File: src/rtl/mem_bus_pkg.sv
// Shared types and constants for the CPU memory-bus responder and its RAM.
package mem_bus_pkg;

  localparam int MEM_ADDR_W = 8;
  localparam int MEM_DATA_W = 8;
  localparam logic [MEM_ADDR_W-1:0] ROM_BASE = 8'hF0;

  typedef enum logic [1:0] {
    ST_IDLE = 2'd0,
    ST_WAIT = 2'd1,
    ST_RESP = 2'd2
  } state_e;

  // True for addresses inside the read-only window at the top of the map.
  function automatic logic is_rom(input logic [MEM_ADDR_W-1:0] a);
    return (a >= ROM_BASE);
  endfunction

endpackage

File: src/rtl/mem_resp_ram.sv
// 256x8 synchronous RAM: write and registered read on the same rising edge.
// No reset; the read returns the pre-write contents on an address collision.
module mem_resp_ram
  import mem_bus_pkg::*;
(
  input  logic                  clk,
  input  logic                  i_we,
  input  logic [MEM_ADDR_W-1:0] i_addr,
  input  logic [MEM_DATA_W-1:0] i_wdata,
  output logic [MEM_DATA_W-1:0] o_rdata
);

  logic [MEM_DATA_W-1:0] r_mem [2**MEM_ADDR_W];
  logic [MEM_DATA_W-1:0] r_q;

  // Array write and registered read port.
  always_ff @(posedge clk) begin
    if (i_we) begin
      r_mem[i_addr] <= i_wdata;
    end
    r_q <= r_mem[i_addr];
  end

  assign o_rdata = r_q;

endmodule

File: src/rtl/mem_bus_responder.sv
// Memory-side responder for the CPU bus: IDLE/WAIT/RESP FSM with WAIT_STATES
// extra cycles per access. Define MEM_RESP_ROM_EN to write-protect 8'hF0-8'hFF.
module mem_bus_responder
  import mem_bus_pkg::*;
#(
  parameter int WAIT_STATES = 1
) (
  input  logic                  clk,
  input  logic                  rst_n,
  input  logic                  req,
  input  logic                  we,
  input  logic [MEM_ADDR_W-1:0] addr,
  input  logic [MEM_DATA_W-1:0] wdata,
  output logic [MEM_DATA_W-1:0] rdata,
  output logic                  ready,
  output logic                  busy,
  output logic                  err
);

  localparam int CW = (WAIT_STATES > 0) ? $clog2(WAIT_STATES + 1) : 1;

  state_e                r_state;
  logic [CW-1:0]         r_cnt;
  logic [MEM_ADDR_W-1:0] r_addr;
  logic                  r_we;
  logic [MEM_DATA_W-1:0] r_wdata;
  logic [MEM_DATA_W-1:0] r_rdata;
  logic                  r_ready;
  logic                  r_busy;
  logic                  r_err;

  logic                  w_access;
  logic                  w_prot;
  logic                  w_ram_we;
  logic [MEM_ADDR_W-1:0] w_ram_addr;
  logic [MEM_DATA_W-1:0] w_ram_q;

  assign w_access = (r_state == ST_WAIT) && (r_cnt == '0);

`ifdef MEM_RESP_ROM_EN
  assign w_prot = is_rom(r_addr);
`else
  assign w_prot = 1'b0;
`endif

  // Gated by rst_n so a pending write is dropped when reset lands on the access edge.
  assign w_ram_we   = rst_n && w_access && r_we && !w_prot;
  // The RAM is read from the IDLE sample edge onward, so its output is settled by the access edge.
  assign w_ram_addr = (r_state == ST_IDLE) ? addr : r_addr;

  mem_resp_ram u_ram (
    .clk     (clk),
    .i_we    (w_ram_we),
    .i_addr  (w_ram_addr),
    .i_wdata (r_wdata),
    .o_rdata (w_ram_q)
  );

  // Request FSM, wait counter and registered bus outputs.
  always_ff @(posedge clk) begin
    if (!rst_n) begin
      r_state <= ST_IDLE;
      r_cnt   <= '0;
      r_addr  <= 8'h00;
      r_we    <= 1'b0;
      r_wdata <= 8'h00;
      r_rdata <= 8'h00;
      r_ready <= 1'b0;
      r_busy  <= 1'b0;
      r_err   <= 1'b0;
    end else begin
      case (r_state)
        ST_IDLE: begin
          r_ready <= 1'b0;
          r_err   <= 1'b0;
          if (req) begin
            r_addr  <= addr;
            r_we    <= we;
            r_wdata <= wdata;
            r_cnt   <= CW'(WAIT_STATES);
            r_busy  <= 1'b1;
            r_state <= ST_WAIT;
          end else begin
            r_busy  <= 1'b0;
          end
        end
        ST_WAIT: begin
          if (r_cnt != '0) begin
            r_cnt <= r_cnt - CW'(1);
          end else begin
            r_ready <= 1'b1;
            r_err   <= r_we && w_prot;
            r_rdata <= (r_we && !w_prot) ? r_wdata : w_ram_q;
            r_state <= ST_RESP;
          end
        end
        ST_RESP: begin
          r_ready <= 1'b0;
          r_err   <= 1'b0;
          r_busy  <= 1'b0;
          r_state <= ST_IDLE;
        end
        default: begin
          r_ready <= 1'b0;
          r_err   <= 1'b0;
          r_busy  <= 1'b0;
          r_state <= ST_IDLE;
        end
      endcase
    end
  end

  assign rdata = r_rdata;
  assign ready = r_ready;
  assign busy  = r_busy;
  assign err   = r_err;

endmodule

File: config.mk
export PLATFORM = sky130hd
export DESIGN_NAME = mem_bus_responder
export DESIGN_NICKNAME = d
export VERILOG_FILES = /design/src/rtl/mem_bus_pkg.sv /design/src/rtl/mem_resp_ram.sv /design/src/rtl/mem_bus_responder.sv
export SDC_FILE = /design/constraint.sdc
export NUM_CORES = 2
export LEC_CHECK = 0
export BUFFER_PORTS_ARGS = -buffer_cell sky130_fd_sc_hd__buf_4
export CAP_MARGIN = 0
export CORE_UTILIZATION = 31
export CTS_BUF_LIST = sky130_fd_sc_hd__clkbuf_8
export DETAILED_ROUTE_END_ITERATION = 16
export PLACE_DENSITY = 0.55
export REMOVE_ABC_BUFFERS = 1
export SLEW_MARGIN = 25
export SYNTH_ARGS = -nofsm -noshare
export SYNTH_HDL_FRONTEND = slang
export SYNTH_SLANG_ARGS = --single-unit
File: constraint.sdc
create_clock -name clk -period 5.9 [get_ports clk]
set_clock_uncertainty 0.15 [all_clocks]
set_input_delay 0.885 -clock clk [delete_from_list [all_inputs] [get_ports clk]]
set_output_delay 0.885 -clock clk [all_outputs]
set_load 0.01 [all_outputs]
======== Yosys cells after proc, flatten, opt, wreduce, memory -nomap -nowiden ========
Memories as Yosys holds them, arrays and structs flattened. A register that Yosys moved wholly into a read port is not among the register bits.
Cells that the tools add are included.
operators by class
  $add $sub $neg .......................... 1
  multiply operators ...................... 0
  div/mod/pow operators ................... 0
  order comparisons ....................... 0
  eq/ne operators ......................... 3
  shift-type cells ........................ 0
  mux-type cells .......................... 12
  bitwise operators ....................... 1
  reduce and logical (&&, ||, !) cells .... 10
operators by type and width
  operator                                                               count
  8-bit two-way mux                                                      2
  2-bit AND reduction                                                    5
  1-bit two-way mux                                                      5
  2-bit two-way mux                                                      2
  2-bit != test, second input constant                                   2
  1-bit case mux with 2 select lines                                     2
  2-bit case mux with 2 select lines                                     1
  1-bit logical AND                                                      3
  2-bit by 1-bit equality test with 1-bit output, second input constant  1
  2-bit logical NOT                                                      1
  2-bit nonzero test                                                     1
  1-bit NOT                                                              1
  1-bit subtractor, second input constant                                1
word-level totals
  register bits after elaboration ......... 30
  bits in latches ......................... 0
  memory bits (writable) .................. 2048
  ROM bits ................................ 0
  bits of input ports ..................... 20
  output and inout bits ................... 11
  word-level logic and storage cells ...... 36
  memories ................................ 1
memories
  name         words  width  rd ports  clocked after memory_dff  wr ports  line                text
  u_ram.r_mem  256    8      1         1                         1         mem_resp_ram.sv:13  logic [MEM_DATA_W-1:0] r_mem [2**MEM_ADDR_W];

======== Depth between registers and ports, before layout ========
  word-level depth ........................ 6
  gate-level depth with buffers ........... 11
  gate-level depth less buffers ........... 8

======== Hierarchy ========
A second synthesis with hierarchy kept.
unflattened totals
  cell total of the unflattened synthesis .. 3693
  area total of the unflattened synthesis .. 79775.3 µm²
modules (own cells, without submodules)
  module             instances  cells an instance  area an instance (µm²)  seq. area each (µm²)
  mem_resp_ram       1          3547               78492.8                 61659.1
  mem_bus_responder  1          146                1282.5                  600.6

======== Worst setup path after synthesis ========
Ideal clock, no wire load.
  path kind ............................... register to register
  from .................................... register r_wdata[0]
  to ...................................... memory u_ram.r_mem[0][0], data pin
  data arrival time ....................... 3.412 ns
  setup slack ............................. 1.479 ns
  cell stages (with the launch flop) ...... 1
  clock period less this slack ............ 4.421 ns
  path through ............................ dfxtp_1
RTL lines
  item                      line                     text
  start: declaration        mem_bus_responder.sv:26  logic [MEM_DATA_W-1:0] r_wdata;
  start signal: assignment  mem_bus_responder.sv:79  r_wdata <= wdata;
  end: declaration          mem_resp_ram.sv:13
Straight into the memory's write port.

======== Final worst setup path ========
  from .................................... register r_state[0]
  to ...................................... register u_ram.r_q[5] (netlist: u_ram.o_rdata[5]) (read register of u_ram.r_mem)
between the ends
  longest elaborated chain between the ends .. 2
ends and longest elaborated chain
  item                      line                     text
  start: declaration        mem_bus_responder.sv:22  state_e r_state;
  start signal: assignment  mem_bus_responder.sv:62  r_state <= ST_IDLE;
  start signal: assignment  mem_bus_responder.sv:82  r_state <= ST_WAIT;
  start signal: assignment  mem_bus_responder.sv:94  r_state <= ST_RESP;
  2-bit logical NOT         mem_bus_responder.sv:49  assign w_ram_addr = (r_state == ST_IDLE) ? addr : r_addr;
  8-bit two-way mux         mem_bus_responder.sv:49
  end: declaration          mem_resp_ram.sv:14       logic [MEM_DATA_W-1:0] r_q;
Every way passes these cells.
A chain may end at the register's enable or synchronous reset.

==> summary.txt <==
Setup path
  – WP data required: ~6700 ps
  – Top cell by count, worst path: nand2_1
  – Number of cells on the critical path: 8
  – Data arrival, critical path: approximately 5900 ps
  – CP Launch Type: register
  – CP max FO: 19
  – Buf/Inv on CP: 1
  – Endpoint class of the critical path: register
  – Peak per-stage delay on the critical path: 910 ps
  – Crit-path leading delay family: simple AND/OR/NAND/NOR gates
  – CP Class: register to register
  – Slowest CP cell: nor4_1
  – Worst r2r path cells: 8
  – Cells along the critical path: or2_1 > o21ai_1 > nand2_1 > buf_4 > o22ai_1 > nor4_1 > nand2_1 > a2111o_1

Finish
  – Ratio of cells with drive above 1 in the final layout: 0.123
  – Fin area: 87,200 sq um
  – Commonest non-fill, non-tap cells in the layout: edfxtp_1 (2,048), a22o_1 (512), a221oi_1 (512)
  – Final #Nets: 4,460
  – Area Growth Syn to Fin: 13.5%
  – Fillers: 23,100
  – Final cell count without fillers: 7,988
  – Commonest non-fill, non-tap cell in the layout: edfxtp_1

Clock tree
  – CTS tree: yes
  – Maximum clock path buffer count: 4
  – Root buf cell: clkbuf_8
  – Worst skew pair latency: 1080 ps
  – CTS Sinks: 2,086
  – CTS Hold Bufs: 18
  – H-tree Lvls: 5
  – # resized after CTS: 0
  – Post-CTS setup buffers: 0
  – Clock slew seen by the registers of the worst setup and hold paths: 70 ps
  – TritonCTS Buffers: about 340

GRT
  – Initial antenna violation count: 10
  – Global-route wire length before repair: between 300,000 and 400,000 microns
  – Grt total ovfl: 0
  – Vias in the first global route: 43,200
  – Total track usage: 0.168
  – Pin count of the biggest net entering global routing: 149

Detailed routing
  – Routed WL: 215,000 microns
  – DR DRC count: 0
  – DR vias: between 40,000 and 50,000
  – Starting DRT DRC Count: 5,033
  – First-pass DRT Iterations: 6
  – Via density per instance: 5.38
  – Post-route ant nets: 0
  – Wire per inst: 26.9 microns

Synthesis
  – Async set-reset flop share out of synthesis: 0
  – Top FF cell, synth: edfxtp_1
  – Syn. warnings: 0
  – Post-synth cell types: 42
  – Cell Area, Synth: between 70,000 and 80,000 sq um
  – Mapped Cells: about 4,200
  – Mean Syn Cell Area: approximately 18 sq um
  – Post-synth EDFFs: 2,048
  – Share of the yosys chip area belonging to registers: 0.810
  – Post-synthesis register bit count: 2,086

Floorplan
  – IO Count: 31
  – Starting Density: 0.312
  – Die Wd: 500 microns
  – Die Ht: 500 microns
  – Die area: 250,000 sq um
  – Row cnt: 182
  – Core area: 246,000 sq um

Status
  – Status: completed

Placement
  – Post-placement cell count: 7,389
  – Dpl hpwl: 126,000 microns
  – Port Buffers: 29
  – DP Area: 81,200 sq um
  – GP Congestion: 0.855

Power and ir drop
  – Leakage: 28.0 nW
  – Maximum vdd drop: 0.305 mV
  – PwrDens: 340 nW/um^2

Hold path
  – Hold depth: 2
  – Min-delay worst type: input pin to register

Timing
  – WHS: 212 ps
  – Worst-margin pin slew: between 1000 and 1500 ps
  – Final cycle utilization of the critical path: 0.868
  – Max Slew Vio Count: 0
  – Final Hold Fails: 0
  – Max_slew headroom: 0.238
  – Fmax: 0.195 GHz
  – RSZ-0062 raised after global routing: false
  – Final setup violation count: 0
  – Setup TNS: 0 ps
  – Post-layout min period: 5120 ps

Run
  – MaxCap Viol Count: 0
report_power, final:
group	switching, W	leakage [nW]	internal (W)
clock network	0.00554	3.41	0.00559
logic	0.00147	4.55	0.000629
registers	0.000106	20.0	0.0163
total	0.00711	28.0	0.0226
cells in the mapped netlist (2+ instances only):
| master | number | area (sq um) |
|---|---|---|
| mux2i_1 | 8 | 80.1 |
| buf_1 | 24 | 90.1 |
| edfxtp_1 | 2048 | 61500 |
| a2111o_1 | 8 | 90.1 |
| a21boi_1 | 5 | 37.5 |
| o21ai_2 | 3 | 26.3 |
| a21oi_1 | 19 | 95.1 |
| and3_1 | 4 | 25.0 |
| buf_2 | 86 | 430 |
| nor2_1 | 258 | 968 |
| o31ai_2 | 3 | 37.5 |
| a21boi_0 | 20 | 150 |
| buf_6 | 3 | 33.8 |
| nor4_1 | 64 | 400 |
| nand3b_1 | 9 | 67.6 |
| nand3_1 | 5 | 25.0 |
| nand2b_1 | 4 | 25.0 |
| o211a_1 | 8 | 80.1 |
| buf_4 | 9 | 67.6 |
| o31ai_1 | 2 | 15.0 |
| o21ai_1 | 2 | 10.0 |
| nand2_1 | 109 | 409 |
| and2_1 | 2 | 12.5 |
| or4b_1 | 2 | 20.0 |
| clkbuf_1 | 197 | 739 |
| a221oi_1 | 512 | 4480 |
| inv_1 | 2 | 7.51 |
| a22o_1 | 512 | 4480 |
| o22ai_1 | 256 | 1600 |
| or3_1 | 3 | 18.8 |
| nand2_2 | 3 | 18.8 |
| dfxtp_1 | 38 | 761 |
sequential cells by signal, indices dropped and copies added, names as in the netlist:
signal         cells
busy               1
r_cnt              1
ready              1
rdata              8
r_addr             8
r_wdata            8
r_state            2
u_ram.r_mem     2048
r_we               1
u_ram.o_rdata      8
path summary, 6_finish.rpt:
kind / from / endpoint / slack, ps
setup / recovery: r_state[0]$_SDFFE_PN0P_ / u_ram.o_rdata[5]$_DFF_P_ / 780
hold / removal: rst_n / r_state[1]$_SDFFE_PN0P_ / 210
setup reg to reg: r_state[0]$_SDFFE_PN0P_ / u_ram.o_rdata[5]$_DFF_P_ / 780
hold reg to reg: r_cnt$_SDFFE_PN0P_ / r_state[0]$_SDFFE_PN0P_ / 340
area by class of cell:
cell class	count	area [sq um]	area share
sequential	2086	62300	0.714
multi-input combinational	1831	13300	0.153
clock buffer	353	4860	0.0557
tap	3312	4140	0.0475
timing repair buffer	176	1640	0.0188
clock inverter	226	967	0.0111
inverter	2	7.51	0.0000861
antenna	2	5.00	0.0000574
logic make-up (layout without fill, tap and decap cells):
kind of cell | Yosys count | count (layout) | share of synthesized area
flip-flops | 2086 | 2086 | 0.810
AO/OA/AOI/OAI | 1354 | 1354 | 0.145
AND/OR/NAND/NOR | 468 | 468 | 0.0264
buffers and inverters | 321 | 757 | 0.0178
multiplexers | 8 | 8 | 0.00104
other | 1 | 3 | 0.0000488
metal layers:
metal | share of wire | GRT usage | wire length (microns) | vias up
li1 | - | - | - | 18500
met1 | 0.42 | 0.222 | 89400 | 22300
met2 | 0.48 | 0.268 | 102000 | 1798
met3 | 0.074 | 0.0349 | 15800 | 338
met4 | 0.035 | 0.0654 | 7450 | 2
met5 | 0.000061 | 0 | 13 | -
through the flow:
| stage | util | power (W) | setup WS [ps] |
|---|---|---|---|
| finish | 0.354 | 0.0297 | 781 |
| global route | 0.354 | 0.0307 | 647 |
| floorplan | - | 0.0181 | -13430 |
| CTS | 0.354 | 0.0299 | 976 |
| detailed placement | 0.330 | 0.0188 | 1020 |
| global placement | 0.330 | 0.0188 | 1010 |
Power figures use the tool's default switching activity.
